===== src/rtl/cr_prefix_fe_seq_cmp.sv =====
// cr_prefix_fe_seq_cmp -- multi-lane masked sequence comparator for the
// prefix feature extractor. Each beat it checks up to N_LANES window ends
// against a per-record pattern of up to PAT_LEN masked byte compares. It keeps
// history across beats, so a match can span a beat boundary.
//
// Build option: define CR_PREFIX_FE_SEQ_CMP_CNT_EN to build the saturating
// per-record hit counter. When it is undefined, hit_cnt is tied to zero.
module cr_prefix_fe_seq_cmp #(
    parameter int N_LANES = 4,
    parameter int PAT_LEN = 8,
    parameter int OFF_W   = 16,
    parameter int CNT_W   = 8
) (
    input  logic                   clk,
    input  logic                   rst,
    input  logic [8*N_LANES-1:0]   char_in,
    input  logic [N_LANES-1:0]     lane_vld,
    input  logic                   char_valid,
    input  logic                   char_last,
    input  logic [8*PAT_LEN-1:0]   match_val,
    input  logic [8*PAT_LEN-1:0]   match_mask,
    input  logic [2*PAT_LEN-1:0]   cmp_type,
    input  logic [4:0]             pat_len,
    input  logic                   anchor,
    output logic [N_LANES-1:0]     hit_vec,
    output logic                   first_hit_vld,
    output logic [OFF_W-1:0]       first_hit_off,
    output logic [CNT_W-1:0]       hit_cnt,
    output logic                   rec_done
);

    localparam int HIST_N = PAT_LEN - 1;          // bytes of history kept
    localparam int SEQ_N  = HIST_N + N_LANES;     // history + current beat
    localparam int OW     = OFF_W + 9;            // headroom for offset sums

    localparam logic [1:0] ST_IDLE  = 2'd0;
    localparam logic [1:0] ST_SCAN  = 2'd1;
    localparam logic [1:0] ST_FOUND = 2'd2;

    localparam logic [OFF_W-1:0] OFF_MAX = '1;

    logic [1:0]               state_q;
    logic [HIST_N-1:0][7:0]   hist_q;       // index 0 is the oldest byte
    logic [OFF_W-1:0]         off_q;        // record offset of the next byte
    logic [8*PAT_LEN-1:0]     cfg_val_q;
    logic [8*PAT_LEN-1:0]     cfg_mask_q;
    logic [2*PAT_LEN-1:0]     cfg_type_q;
    logic [4:0]               cfg_len_q;
    logic                     cfg_anchor_q;

    logic                     first_beat;
    logic [8*PAT_LEN-1:0]     val_eff;
    logic [8*PAT_LEN-1:0]     mask_eff;
    logic [2*PAT_LEN-1:0]     type_eff;
    logic [4:0]               len_eff;
    logic                     anchor_eff;
    logic [SEQ_N-1:0][7:0]    seq;
    logic [OW-1:0]            off_base;
    logic [N_LANES-1:0]       hits;
    logic [OFF_W-1:0]         first_off;
    logic [OFF_W-1:0]         off_next;
    logic [HIST_N-1:0][7:0]   hist_next;
    logic                     found_before;
    int                       k;
    int                       n_vld;

    // Masked unsigned compare of one character against one pattern byte.
    function automatic logic byte_cmp(input logic [7:0] c, input logic [7:0] v,
                                      input logic [7:0] m, input logic [1:0] op);
        logic [7:0] a;
        logic [7:0] b;
        a = c & m;
        b = v & m;
        case (op)
            2'd0:    return a == b;
            2'd1:    return a != b;
            2'd2:    return a > b;
            default: return a < b;
        endcase
    endfunction

    // Clamp a wide offset sum to the counter range.
    function automatic logic [OFF_W-1:0] sat_off(input logic [OW-1:0] x);
        return (x > OW'(OFF_MAX)) ? OFF_MAX : x[OFF_W-1:0];
    endfunction

    // A record opens on any valid beat seen while idle. That beat starts with
    // empty history and offset 0, and uses the live configuration.
    assign first_beat   = (state_q == ST_IDLE);
    assign off_base     = first_beat ? '0 : OW'(off_q);
    assign found_before = !first_beat && (state_q == ST_FOUND);
    assign n_vld        = $countones(lane_vld);
    assign off_next     = sat_off(off_base + OW'(n_vld));

    // Select live config on the opening beat, captured config afterwards.
    always_comb begin
        if (first_beat) begin
            val_eff    = match_val;
            mask_eff   = match_mask;
            type_eff   = cmp_type;
            len_eff    = (pat_len > 5'(PAT_LEN)) ? 5'(PAT_LEN) : pat_len;
            anchor_eff = anchor;
        end else begin
            val_eff    = cfg_val_q;
            mask_eff   = cfg_mask_q;
            type_eff   = cfg_type_q;
            len_eff    = cfg_len_q;
            anchor_eff = cfg_anchor_q;
        end
    end

    // Lay history and the current beat out as one contiguous byte sequence.
    always_comb begin
        for (int p = 0; p < HIST_N; p++) begin
            seq[p] = first_beat ? 8'h00 : hist_q[p];
        end
        for (int i = 0; i < N_LANES; i++) begin
            seq[HIST_N + i] = char_in[8*i +: 8];
        end
    end

    // Evaluate the window ending on each valid lane. Pattern byte k sits
    // d = len-1-k bytes before the window end.
    always_comb begin
        // NOTE: every always_comb output gets a default first, so no path can leave it unassigned and infer a latch.
        hits = '0;
        k    = 0;
        for (int i = 0; i < N_LANES; i++) begin
            if (lane_vld[i] && (len_eff != 5'd0)
                && (off_base + OW'(i + 1) >= OW'(len_eff))
                && (!anchor_eff || (off_base + OW'(i + 1) == OW'(len_eff)))) begin
                hits[i] = 1'b1;
                for (int d = 0; d < PAT_LEN; d++) begin
                    if (d < int'(len_eff)) begin
                        k = int'(len_eff) - 1 - d;
                        if (!byte_cmp(seq[HIST_N + i - d], val_eff[8*k +: 8],
                                      mask_eff[8*k +: 8], type_eff[2*k +: 2])) begin
                            hits[i] = 1'b0;
                        end
                    end
                end
            end
        end
    end

    // Record offset of the lowest hitting lane, saturated.
    always_comb begin
        first_off = '0;
        for (int i = N_LANES - 1; i >= 0; i--) begin
            if (hits[i]) begin
                first_off = sat_off(off_base + OW'(i));
            end
        end
    end

    // Keep the newest HIST_N valid bytes. Valid lanes are contiguous from
    // lane 0, so the window simply slides by the valid-lane count.
    always_comb begin
        for (int j = 0; j < HIST_N; j++) begin
            hist_next[j] = seq[n_vld + j];
        end
    end

    // Record FSM, config capture, history, offset and first-hit tracking.
    always_ff @(posedge clk) begin
        if (rst) begin
            state_q       <= ST_IDLE;
            hist_q        <= '0;
            off_q         <= '0;
            cfg_val_q     <= '0;
            cfg_mask_q    <= '0;
            cfg_type_q    <= '0;
            cfg_len_q     <= '0;
            cfg_anchor_q  <= 1'b0;
            hit_vec       <= '0;
            first_hit_vld <= 1'b0;
            first_hit_off <= '0;
            rec_done      <= 1'b0;
        end else begin
            // NOTE: non-blocking assignments so every register here samples pre-edge values regardless of statement order.
            rec_done <= char_valid & char_last;
            hit_vec  <= char_valid ? hits : '0;
            if (char_valid) begin
                if (first_beat) begin
                    cfg_val_q    <= match_val;
                    cfg_mask_q   <= match_mask;
                    cfg_type_q   <= cmp_type;
                    cfg_len_q    <= len_eff;
                    cfg_anchor_q <= anchor;
                end
                off_q  <= off_next;
                hist_q <= char_last ? '0 : hist_next;
                if (!found_before && (|hits)) begin
                    first_hit_vld <= 1'b1;
                    first_hit_off <= first_off;
                end else if (first_beat) begin
                    first_hit_vld <= 1'b0;
                    first_hit_off <= '0;
                end
                if (char_last) begin
                    state_q <= ST_IDLE;
                end else if (found_before || (|hits)) begin
                    state_q <= ST_FOUND;
                end else begin
                    state_q <= ST_SCAN;
                end
            end
        end
    end

`ifdef CR_PREFIX_FE_SEQ_CMP_CNT_EN
    localparam int CW = CNT_W + 9;
    localparam logic [CNT_W-1:0] CNT_MAX = '1;

    logic [CNT_W-1:0] cnt_q;
    logic [CW-1:0]    cnt_sum;

    assign cnt_sum = (first_beat ? CW'(0) : CW'(cnt_q)) + CW'($countones(hits));

    // Saturating per-record hit counter, restarted on each record's first beat.
    always_ff @(posedge clk) begin
        if (rst) begin
            cnt_q <= '0;
        end else if (char_valid) begin
            cnt_q <= (cnt_sum > CW'(CNT_MAX)) ? CNT_MAX : cnt_sum[CNT_W-1:0];
        end
    end

    assign hit_cnt = cnt_q;
`else
    assign hit_cnt = '0;
`endif

endmodule

===== config.mk =====
export PLATFORM = sky130hd
export DESIGN_NAME = cr_prefix_fe_seq_cmp
export DESIGN_NICKNAME = d
export VERILOG_FILES = /design/src/rtl/cr_prefix_fe_seq_cmp.sv
export SDC_FILE = /design/constraint.sdc
export NUM_CORES = 2
export LEC_CHECK = 0
export ABC_CLOCK_PERIOD_IN_PS = 23200
export BUFFER_PORTS_ARGS = -buffer_cell sky130_fd_sc_hd__buf_2
export CELL_PAD_IN_SITES_DETAIL_PLACEMENT = 0
export CELL_PAD_IN_SITES_GLOBAL_PLACEMENT = 2
export CORE_MARGIN = 2
export CORE_UTILIZATION = 39
export DETAILED_ROUTE_END_ITERATION = 12
export PLACE_DENSITY_LB_ADDON = 0.1
export REMOVE_ABC_BUFFERS = 1
export SLEW_MARGIN = 5
export SYNTH_ARGS = -nofsm -noshare
export SYNTH_HDL_FRONTEND = slang
export SYNTH_SLANG_ARGS = --single-unit

===== constraint.sdc =====
create_clock -name clk -period 23.2 [get_ports clk]
set_clock_uncertainty 0.1 [all_clocks]
set_input_delay 3.48 -clock clk [delete_from_list [all_inputs] [get_ports clk]]
set_output_delay 3.48 -clock clk [all_outputs]
set_load 0.02 [all_outputs]

# Yosys cells after proc, flatten, opt, wreduce, memory -nomap -nowiden
# Index checks and enable logic that the tools add are counted.
[totals]
ff_bits = 246
in_bits = 190
out_inout_bits = 30
word_cells = 538
[op_classes]
add_sub_neg = 22
n_lt_le_gt_ge = 89
eq_ne = 85
shifts = 24
n_mux = 221
bitwise_logic = 42
reduce_logical = 37
[ops]
columns = ["op", "n"]
rows = [
  ["$shiftx A64 B32 Y8", 12],
  ["$and A8 B8 Y8", 40],
  ["$eq A8 B8 Y1", 32],
  ["$gt A8 B8 Y1", 32],
  ["$lt A8 B8 Y1", 32],
  ["$ne A8 B8 Y1", 32],
  ["$bmux W8 S4", 7],
  ["$mux W16", 13],
  ["$shiftx A16 B32 Y2", 6],
  ["$mux W8", 21],
  ["$mux W1", 141],
  ["$mux W64", 2],
  ["$shiftx A64 B10 Y8", 2],
  ["$shiftx A64 B9 Y8", 2],
  ["$ge A25 B5 Y1", 4],
  ["$pmux W1 S3", 32],
  ["$eq A25 B5 Y1", 3],
  ["$gt A17 B16 Y1 const B", 4],
  ["$mux W56", 1],
  ["$add A16 B2 Y17 const B", 2],
  ["$lt A4 B5 Y1 const B", 6],
  ["$sub A6 B4 Y7 const B", 4],
  ["$lt A3 B5 Y1 const A", 4],
  ["$eq A2 B2 Y1 const B", 9],
  ["other kinds (33)", 77],
]

# Longest topological paths before layout
[depth]
ltp_word = 33
depth_mapped = 47

# Least setup slack after synthesis
# No wires, ideal clock.
[synth_timing]
path_kind = "input-to-reg"
startpoint = "in pat_len[3]"
endpoint = "reg first_hit_off[0]"
setup_time_ps = 96
t_arrival_ps = 13036
required_ps = 23004
setup_slack_ps = 9968
path_stages = 41
cell_sequence = "nor3b_1 buf_6 a21oi_1 inv_1 clkbuf_1 clkbuf_1 buf_1 buf_1 ha_1 clkbuf_1 inv_2 buf_1 clkbuf_1 buf_1 buf_1 clkbuf_1 clkbuf_1 ha_1 [... 5 more ...] o211ai_1 or3_1 ha_1 nor2b_1 o21a_1 o21ai_0 a21oi_1 o211ai_1 a211oi_1 a2111o_1 nand4_1 nor3_4 nand2b_1 buf_4 o41ai_4 buf_2 nand2_1 o41ai_2"
[synth_between]
elab_chain_len = 33
elab_cells_between_ends = 439
cone_classes = "add/sub (8); order compare (77); eq/ne (84); shift (24); mux (177); bitwise (40); reduce/logical (29)"
[synth_rtl]
columns = ["element", "line", "rtl"]
rows = [
  ["start: declaration", "23", "input logic [4:0] pat_len,"],
  ["$gt A5 B4 Y1 (*)", "101", "len_eff = (pat_len > 5'(PAT_LEN)) ? 5'(PAT_LEN) : pat_len;"],
  ["$mux W5 (*)", "101", ""],
  ["$mux W5 (*)", "97", "if (first_beat) begin"],
  ["named net len_eff[0]", "55", "logic [4:0] len_eff;"],
  ["parallel branches: the longest is 30 deep, another holds $lt A8 B8 Y1", "--", ""],
  ["end signal: assignment", "195", "first_hit_off <= first_off;"],
  ["end: declaration", "27", "output logic [OFF_W-1:0] first_hit_off,"],
]
# Mark *: on every way through the listed nets, which the timed path passes. The select of a mux whose other input is x is not followed.
# A chain may end at the register's enable or synchronous reset.

# Final worst setup path
[layout_timing]
startpoint = "in pat_len[0]"
endpoint = "reg first_hit_off[3]"
[layout_between]
elab_chain_len = 33
elab_cells_between_ends = 439
cone_classes = "add/sub (8); order compare (77); eq/ne (84); shift (24); mux (177); bitwise (40); reduce/logical (29)"
[layout_rtl]
columns = ["element", "line"]
rows = [
  ["$gt A5 B4 Y1", "101"],
  ["$mux W5 (*)", "101"],
  ["$mux W5 (*)", "97"],
  ["parallel branches: the longest is 30 deep, another holds $lt A8 B8 Y1", "--"],
]
# Mark *: on every way between the ends. The select of a mux whose other input is x is not followed.

==> metrics.cfg <==
[run_status]
outcome=complete, no violations

[worst_setup_path]
crit_slowest_cell=o41ai_4
cp_top_family=compound AO/OA/AOI/OAI gates
path_class=in2reg
crit_fanout=108
crit_path_end_kind=flop
max_stage_delay_ns=0.91
worst_setup_path_start_kind=input port
cpMostUsedCell=buf_4
path_buf_inv=8
arrival_ns=13.64
required_ns=23.62

[floorplan]
fp-row-count=106
ios=220
dieHeight_um=295
start_util_pct=39.4
die_w_um=295
core-area_sq_um=83700
die_area_sq_um=86900

[clock_network]
cts_buffers=35
htree_levels=2
cts_tree=done
cts_sinks=246
insertion_delay_ns=0.57
cts_resized=0
cts_hold_buf=0
clockRootBuffer=clkbuf_16
postCtsSetupBuffers=0
clockBufferDepth=3
path_clk_slew_ns=0.07

[timing]
slew_violations=0
max-slew-margin-rel_pct=12.2
tightest_slew_ns=1.30
finalCritPeriodShare_pct=57.0
final_hold_viol_count=0
hold_slack_ns=0.341
min_period_ns=13.22
rsz0062_at_grt=no
finalSetupViolations=0
fmax_mhz=75.7

[yosys]
synth_edf_count=0
async_flop_share_pct=0
postSynthCellCount=4795
syn_area_per_cell_sq_um=6.88
synth_area_sq_um=33000
yosys_warnings=3
synth-seq-cells=246
synth.distinct_cells=97
ys.flop_type=dfxtp_1
ys_seq_area_share_pct=14.9

[power]
p_switching_mw=1.15
p_sw_share_pct=47.5
p_leak_nw=14.8
power.share.combinational_pct=56.0
powerDensity_nw_per_um2=67.5
p_int_mw=1.28
ir_worst_vdd_mv=0.0435
p_clk_share_pct=24.8
pwr-share-seq_pct=19.2

[min_path]
hold_class=reg2reg

[drt]
drt_first_iter_violations=3686
final_antenna_net_count=0
dr.pass1.iters=6
vias=36800
routedWlPerCell_um=26.3
drc=0
via_per_inst=6.23
routed_wl_mm=155

[layout]
seqCellArea_sq_um=4930
multi_input_comb_area_sq_um=26500
finalNonFillerCells=5918
fillers=8899
layout-drive-gt1-share_pct=10.8
syn_to_final_growth_pct=9.15
nets=5255
final_cell_mix=nand2_1 (925), nor2_1 (479), a21oi_1 (428)
mostFrequentLayoutCell=nand2_1

[global_route]
antenna_found_initial=5
track_usage_pct=34.8
grt_pass1_wl_mm=229
grt_overflow=0
grt_pass1_vias=34100
grt_max_degree=171

[place]
place_inst=5858
place_congestion=1.00
port_buffers=211
dpl.hpwl_mm=120

[run]
maxCapViolCount=0

cell usage after synthesis (all sizes together) (8+ instances only):
| master | count | area share (%) |
|---|---|---|
| a31o | 9 | 0.24 |
| nand4 | 86 | 1.6 |
| nand2b | 37 | 0.70 |
| and2 | 70 | 1.3 |
| nor3b | 10 | 0.23 |
| or3 | 21 | 0.41 |
| o22ai | 47 | 0.89 |
| nand2 | 927 | 11 |
| a221oi | 18 | 0.48 |
| nor2 | 480 | 5.5 |
| nor3 | 88 | 1.4 |
| xor2 | 15 | 0.40 |
| or4 | 11 | 0.25 |
| a21o | 54 | 1.2 |
| nand3 | 74 | 1.1 |
| or2 | 24 | 0.46 |
| o21bai | 8 | 0.18 |
| a211oi | 146 | 3.3 |
| o21a | 37 | 0.84 |
| mux2 | 63 | 2.2 |
| and3 | 46 | 0.87 |
| mux2i | 210 | 6.4 |
| clkbuf | 255 | 2.9 |
| a2111oi | 11 | 0.31 |
| inv | 67 | 0.76 |
| ha | 300 | 11 |
| a31oi | 125 | 2.4 |
| xnor2 | 38 | 1.0 |
| o2111ai | 14 | 0.37 |
| mux4 | 47 | 3.2 |
| a21oi | 430 | 6.5 |
| a221o | 10 | 0.30 |
| o21ai | 182 | 2.8 |
| nor4 | 35 | 0.75 |
| o211a | 11 | 0.33 |
| o211ai | 82 | 1.9 |
| dfxtp | 246 | 15 |
| nor2b | 183 | 3.5 |
| o31ai | 40 | 0.91 |
| buf | 107 | 1.5 |
| o221ai | 8 | 0.21 |
| a211o | 33 | 0.88 |
flip-flops by register name, indices dropped and copies added, names as in the netlist, 2 cells and up:
register,cells
hist_q,56
state_q,2
off_q,16
cfg_val_q,64
hit_vec,4
cfg_len_q,5
cfg_type_q,16
first_hit_off,16
cfg_mask_q,64
kinds of logic (layout without fill, tap and decap cells):
logic type      after synthesis  in the layout  synth area share, %
buf+inv                     430            411                 5.18
other cells                   1              9               0.0114
flops                       246            246                 14.9
xor+xnor                     53             53                 1.41
simple gates               2119           2119                 29.3
fa+ha+maj                   304            304                 11.6
compound gates             1322           1322                 25.7
mux                         320            320                 11.8
stage by stage:
step	setup slack, ns	cell area (sq um)	setup TNS, ns	total power [mW]	utilization, %
after global placement	9.69	34800	0	1.80	41.5
after detailed placement	9.60	34800	0	1.80	41.5
after CTS	10.17	36000	0	2.41	43.0
final	9.98	36000	0	2.43	43.0
after floorplan	-5.41	31600	-117.79	1.33	-
after global routing	9.66	36000	0	2.55	43.0
worst paths after layout:
check	startpoint	slack [ns]	cells after the start	to
hold / removal	first_hit_off[13]	0.34	2	first_hit_off[13]
setup reg to reg	state_q[0]	12.33	31	first_hit_off[3]
hold reg to reg	first_hit_off[13]	0.34	2	first_hit_off[13]
setup / recovery	pat_len[0]	9.98	31	first_hit_off[3]
metal layers:
layer / vias to the layer above / part of all wire [%] / global-route usage [%]
met2: 1452 / 44 / 55.0
met3: 246 / 7.1 / 4.69
li1: 17300 / - / -
met5: - / 0.017 / 0
met1: 17800 / 45 / 48.3
met4: 4 / 3.9 / 11.9
power by group through the flow:
stage          Sequential, mW  Clock [mW]  Combinational [mW]
2_1_floorplan           0.469           0               0.859
3_5_place_dp            0.474           0                1.32
3_3_place_gp            0.474           0                1.33
5_1_grt                 0.468       0.631                1.45
4_1_cts                 0.465       0.619                1.33
6_report                0.466       0.603                1.36
cell type report:
class                           instances  area share [%]
Timing Repair Buffer                  284            4.58
Clock inverter                         10           0.573
Multi-Input combinational cell       4126            73.6
Clock buffer                           49            2.89
Inverter                               68           0.719
Antenna cell                            1         0.00695
Sequential cell                       246            13.7
Tap cell                             1134            3.94
worst reg2reg max path: cells and delay by family (launching register included):
kind | cells | cell delay [ns]
AO/OA/AOI/OAI | 14 | 5.39
buffers and inverters | 8 | 2.57
adder cells (fa/ha/maj) | 3 | 1.37
AND/OR/NAND/NOR | 6 | 1.11
flip-flops | 1 | 0.31
(Power assumes the default switching activity.)
